$ cat config.mk
export PLATFORM = sky130hd
export DESIGN_NAME = red_pitaya_rst_seq
export DESIGN_NICKNAME = d
export VERILOG_FILES = /design/src/rtl/red_pitaya_rst_seq_pkg.sv /design/src/rtl/red_pitaya_sync.sv /design/src/rtl/red_pitaya_rst_seq.sv
export SDC_FILE = /design/constraint.sdc
export NUM_CORES = 1
export LEC_CHECK = 0
export CORE_MARGIN = 2
export CORE_UTILIZATION = 45
export CTS_CLUSTER_DIAMETER = 120
export DETAILED_ROUTE_END_ITERATION = 12
export DONT_BUFFER_PORTS = 1
export PLACE_DENSITY_LB_ADDON = 0.05
export SYNTH_ARGS = -nofsm -noshare
export SYNTH_HDL_FRONTEND = slang
export SYNTH_SLANG_ARGS = --single-unit
$ cat constraint.sdc
create_clock -name clk -period 2.05 [get_ports clk]
set_clock_uncertainty 0.2 [all_clocks]
set_input_delay 0.3075 -clock clk [delete_from_list [all_inputs] [get_ports clk]]
set_output_delay 0.3075 -clock clk [all_outputs]
set_load 0.05 [all_outputs]
$ cat src/rtl/red_pitaya_rst_seq_pkg.sv
// ============================================================================
// Module      : red_pitaya_rst_seq_pkg
// Description : Shared types and constants for the PLL-lock reset sequencer.
// Revision    : 1.0 - initial release
// ============================================================================
`default_nettype none

package red_pitaya_rst_seq_pkg;

    typedef enum logic [2:0] {
        ST_WAIT_LOCK = 3'd0,
        ST_SETTLE    = 3'd1,
        ST_REL_ADC   = 3'd2,
        ST_RUN       = 3'd3,
        ST_LOST      = 3'd4
    } rst_seq_state_t;

    // Wide enough for the largest legal settle (65535) and DAC delay (255).
    localparam int TMR_W       = 16;
    localparam int SYNC_STAGES = 2;

    function automatic logic adc_released(input rst_seq_state_t s);
        return (s == ST_REL_ADC) || (s == ST_RUN);
    endfunction

endpackage

`default_nettype wire

$ cat src/rtl/red_pitaya_sync.sv
// ============================================================================
// Module      : red_pitaya_sync
// Description : Multi-stage flop synchronizer, cleared to 0 by rst.
// Revision    : 1.0 - initial release
// ============================================================================
`default_nettype none

module red_pitaya_sync #(
    parameter int STAGES = 2
) (
    input  logic clk,
    input  logic rst,
    input  logic d,
    output logic q
);

    logic [STAGES-1:0] sync_q;
    logic [STAGES-1:0] sync_d;

    generate
        if (STAGES == 1) begin : g_single
            assign sync_d = d;
        end else begin : g_chain
            assign sync_d = {sync_q[STAGES-2:0], d};
        end
    endgenerate

    always_ff @(posedge clk or posedge rst) begin
        if (rst) begin
            sync_q <= '0;
        end else begin
            sync_q <= sync_d;
        end
    end

    assign q = sync_q[STAGES-1];

endmodule

`default_nettype wire

$ cat src/rtl/red_pitaya_rst_seq.sv
// ============================================================================
// Module      : red_pitaya_rst_seq
// Description : Sequences ADC/DAC reset release after PLL lock, tracks loss
//               of lock. Define RED_PITAYA_RST_SEQ_LOL_CNT_EN for lol_cnt.
// Revision    : 1.0 - initial release
// ============================================================================
`default_nettype none

module red_pitaya_rst_seq
    import red_pitaya_rst_seq_pkg::*;
#(
    parameter int SETTLE_CYC = 1024,
    parameter int DAC_DLY    = 16,
    parameter int CNT_W      = 8
) (
    input  logic             clk,
    input  logic             rst,
    input  logic             pll_locked,
    input  logic             clr,
    output logic             rst_adc,
    output logic             rst_dac,
    output logic             locked_ok,
    output logic             lol_sticky,
    output logic [CNT_W-1:0] lol_cnt
);

    localparam logic [TMR_W-1:0] SETTLE_LAST = TMR_W'(SETTLE_CYC - 1);
    localparam logic [TMR_W-1:0] DAC_LAST    = TMR_W'(DAC_DLY - 1);

    logic           locked_s;
    rst_seq_state_t state_q, state_d;
    logic [TMR_W-1:0] tmr_q, tmr_d;
    logic           rst_adc_q, rst_adc_d;
    logic           rst_dac_q, rst_dac_d;
    logic           locked_ok_q, locked_ok_d;
    logic           lol_sticky_q, lol_sticky_d;
    logic           loss_evt;

    red_pitaya_sync #(
        .STAGES (SYNC_STAGES)
    ) u_sync (
        .clk (clk),
        .rst (rst),
        .d   (pll_locked),
        .q   (locked_s)
    );

    // Outputs are derived from the next state so they register with it.
    always_comb begin
        state_d = state_q;
        tmr_d   = '0;
        case (state_q)
            ST_WAIT_LOCK: begin
                if (locked_s) state_d = ST_SETTLE;
            end
            ST_SETTLE: begin
                if (!locked_s)                state_d = ST_WAIT_LOCK;
                else if (tmr_q == SETTLE_LAST) state_d = ST_REL_ADC;
                else                           tmr_d   = tmr_q + TMR_W'(1);
            end
            ST_REL_ADC: begin
                if (!locked_s)              state_d = ST_LOST;
                else if (tmr_q == DAC_LAST) state_d = ST_RUN;
                else                        tmr_d   = tmr_q + TMR_W'(1);
            end
            ST_RUN: begin
                if (!locked_s) state_d = ST_LOST;
            end
            ST_LOST: begin
                state_d = ST_WAIT_LOCK;
            end
            default: begin
                state_d = ST_WAIT_LOCK;
            end
        endcase

        rst_adc_d   = !adc_released(state_d);
        rst_dac_d   = (state_d != ST_RUN);
        locked_ok_d = (state_d == ST_RUN);
        loss_evt    = (state_d == ST_LOST);
    end

    // A loss on the same edge as clr wins, leaving the flag set.
    always_comb begin
        lol_sticky_d = clr ? 1'b0 : lol_sticky_q;
        if (loss_evt) lol_sticky_d = 1'b1;
    end

    always_ff @(posedge clk or posedge rst) begin
        if (rst) begin
            state_q      <= ST_WAIT_LOCK;
            tmr_q        <= '0;
            rst_adc_q    <= 1'b1;
            rst_dac_q    <= 1'b1;
            locked_ok_q  <= 1'b0;
            lol_sticky_q <= 1'b0;
        end else begin
            state_q      <= state_d;
            tmr_q        <= tmr_d;
            rst_adc_q    <= rst_adc_d;
            rst_dac_q    <= rst_dac_d;
            locked_ok_q  <= locked_ok_d;
            lol_sticky_q <= lol_sticky_d;
        end
    end

`ifdef RED_PITAYA_RST_SEQ_LOL_CNT_EN
    localparam logic [CNT_W-1:0] CNT_MAX = '1;

    logic [CNT_W-1:0] lol_cnt_q, lol_cnt_d;

    always_comb begin
        lol_cnt_d = clr ? '0 : lol_cnt_q;
        if (loss_evt && (lol_cnt_d != CNT_MAX)) lol_cnt_d = lol_cnt_d + CNT_W'(1);
    end

    always_ff @(posedge clk or posedge rst) begin
        if (rst) begin
            lol_cnt_q <= '0;
        end else begin
            lol_cnt_q <= lol_cnt_d;
        end
    end

    assign lol_cnt = lol_cnt_q;
`else
    assign lol_cnt = '0;
`endif

    assign rst_adc    = rst_adc_q;
    assign rst_dac    = rst_dac_q;
    assign locked_ok  = locked_ok_q;
    assign lol_sticky = lol_sticky_q;

endmodule

`default_nettype wire

==> qor.txt <==
====================================================================================
Outcome ............................................................... finished, violations left
Violations in the final reports ....................................... setup timing
Die ar. ............................................................... 0.00307 mm^2
Clk Latency, worst-skew pair ..........................................      0.33 ns
Required time reported for the critical path endpoint .................      2.07 ns
Root buffer selected by CTS ...........................................     clkbuf_4
Ratio of final minimum period to clock period .........................         103%
Maximum buffer depth of the clock tree ................................            2
Core area ............................................................. 0.00250 mm^2
Post-Layout Inst Area ................................................. 0.00141 mm^2
Row count .............................................................           18
CP Capture Point ......................................................     tmr_q[7]
Layout-stage area growth over the synthesis result ....................        18.4%
Final setup margin ....................................................   -0.0679 ns
Highest clock rate ....................................................    0.472 GHz
Largest net degree at the start of global routing .....................           17
Most frequently used cell type in the post-synthesis netlist ..........      dfrtp_1
Power per standard cell area ..........................................  560 mW/mm^2
Cell depth of the worst flop-to-flop path .............................            5
Main synth FF type ....................................................      dfrtp_1
Sink Count ............................................................           25
Synth Warn # ..........................................................            0
Part of the Yosys area used for sequential elements ...................        52.8%
Endpoint type of the worst setup path .................................    flip-flop
Die boundary height ...................................................      55.4 um
Remaining Overflow, GRT ...............................................            0
Ant. Diodes ...........................................................            0
ANT nets after route ..................................................            0
Max-Cap Viols .........................................................            0
Number of CTS-inserted buffers ........................................            3
Via density per instance ..............................................         5.04
Class of the most critical setup path ................................. flip-flop to flip-flop
Most frequent cells after synthesis ................................... 23 x dfrtp_1, 20 x nor2_1, 13 x xnor2_1
Synthesized netlist cell count ........................................          114
Post-route DRC violation count ........................................            0
Deepest level of the CTS H-tree .......................................            1
Leakage ...............................................................     0.620 nW
Worst hold slack across all endpoints .................................     0.163 ns
Setup violations, final ...............................................           16
Seq cells post-synth ..................................................           25
Slew Limit Fails ......................................................            0
Hold Violations, Final ................................................            0
End of the worst register-to-register path ............................     tmr_q[7]
TritonCTS clock tree ..................................................        built
# IOs .................................................................           16
Net count, final ......................................................          145
Unique masters post-synth .............................................           25
Post-synthesis instance area .......................................... 0.00119 mm^2
Detailed Place HPWL ...................................................      1670 um
Critical path peak fanout .............................................           16
Worst setup path startpoint ...........................................     tmr_q[7]
Unrepaired setup endpoints after global routing .......................         true
Via count of the first global-routing pass ............................          938
Mean cell area of the mapped netlist ..................................    10.4 um^2
Via total after detailed routing ......................................          852
Aggregate routed wire length ..........................................      2190 um
Antenna violations before repair ......................................            0
Gp weighted congestion ................................................        0.746
Number of iterations in the first detailed-routing pass ...............            4
Placed cell area ...................................................... 0.00134 mm^2
Share of the synthesized area in the top cell type ....................        48.4%
Overall power after layout ............................................     0.789 mW
Main area contributors after synthesis ................................ dfrtp_1 48%, xnor2_1 9.6%, nor2_1 6.3%, buf_4 5.1%, dfstp_2 4.4%
Detailed Route Iter0 Violations .......................................           11
Number of buffer cells added on primary ports .........................            0
CTS clock-pin slew for the worst setup and hold paths .................      0.12 ns
Starting Density ......................................................        47.5%
First-pass GRT wire length ............................................      4080 um
Register-to-register setup slack ......................................     -0.07 ns
Number of flops mapped to enable cells by yosys .......................            0
All-Layer GR Usage ....................................................        17.1%
Wirelength per Cell ...................................................      13.0 um
HP Class .............................................................. flip-flop to flip-flop
Share of flip-flops with an asynchronous set or reset after synthesis .         100%
Cell accounting for the most synthesized area .........................      dfrtp_1
Clock period minus worst slack ........................................      2.12 ns
Peak supply drop ......................................................       373 uV
Fraction of final layout cells sized beyond drive strength 1 ..........        21.6%
Die X-Extent ..........................................................      55.4 um
Worst setup SP type ...................................................    flip-flop
Worst flop-to-flop path startpoint ....................................     tmr_q[7]
Data arrival, critical path ...........................................      2.14 ns
====================================================================================
cell type report:
type	count	area, um^2
fill	217	1090
clock buffer	4	26.3
multi-input combinational	79	493
inverter	8	30.0
sequential	25	628
timing repair buffer	23	193
tap	30	37.5
power breakdown:
part | total (mW) | switching (mW) | internal (mW)
clock | 0.219 | 0.143 | 0.0763
combinational | 0.0683 | 0.0520 | 0.0163
sequential | 0.501 | 0.00312 | 0.498
layout by cell type, fill, tap and decap left out:
cell type,instances
a21oi_1,1
or4_1,2
or4bb_1,1
nor2_1,20
a21o_1,2
buf_12,1
a21oi_2,1
nand3b_1,1
or4_4,2
buf_4,19
dlygate4sd3_1,3
clkbuf_4,3
nor3_1,5
a2bb2oi_4,1
ha_1,1
nor4_1,3
dfrtp_1,23
inv_1,8
xnor2_1,13
nor2b_1,3
dfstp_2,2
nand4_1,3
nand2b_1,1
conb_1,8
nand3_1,6
nand2_1,3
xor2_1,1
nor4_2,1
clkbuf_1,1
worst min path at each step:
stage | endpoint | startpoint | cells past startpoint
after floorplan | locked_ok | rst | 1
after global placement | u_sync.sync_q[0] | rst | 1
after detailed placement | u_sync.sync_q[0] | rst | 1
after CTS | u_sync.sync_q[1] | u_sync.sync_q[0] | 0
after global routing | u_sync.sync_q[1] | u_sync.sync_q[0] | 0
final | u_sync.sync_q[1] | u_sync.sync_q[0] | 0
worst max-delay path, cell delays in order, from the launching register on:
cell,delay (ns)
dfrtp_1,0.39
or4_1,0.51
or4_4,0.55
a2bb2oi_4,0.16
buf_12,0.15
nor2_1,0.05
state kept, by name, summed over array words and instances (netlist names):
name and cells:
tmr_q 16, rst_adc 1, lol_sticky 1, u_sync.sync_q 2, state_q 3, rst_dac 1
locked_ok 1
layer usage:
layer	up-vias	wire length [um]	track usage, %
met1	418	950	20.6
met4	0	50	11.1
met2	15	1130	28.1
met3	6	62	2.81
li1	413	-	-
met5	-	0	0
repair_timing:
item | in CTS | in global routing
buffers inserted | 0 | 1
hold buffers | 3 | 0
setup endpoints to repair | 17 | 19
gates resized for setup | 0 | 1
hold endpoints to repair | 12 | 0
cloned | 0 | 0
stage by stage:
step	instances	utilization (%)	setup TNS [ns]	worst slack, ns
3_3_place_gp	161	53.6	-0.564	-0.0443
2_1_floorplan	121	-	-0.748	-0.0748
6_report	169	56.3	-0.804	-0.0679
3_5_place_dp	161	53.6	-0.657	-0.0474
4_1_cts	168	55.9	-0.816	-0.0636
5_1_grt	169	56.3	-1.93	-0.140
cell families after synthesis:
logic type,count (synthesis),share of synthesized area (%)
flip-flops,25,52.8
AO/OA/AOI/OAI,5,4.32
XOR/XNOR,14,10.3
other,1,0.315
adder cells (fa/ha/maj),1,1.05
buffers and inverters,17,8.53
AND/OR/NAND/NOR,51,22.6
No activity file was read; power rests on OpenSTA's default activity.
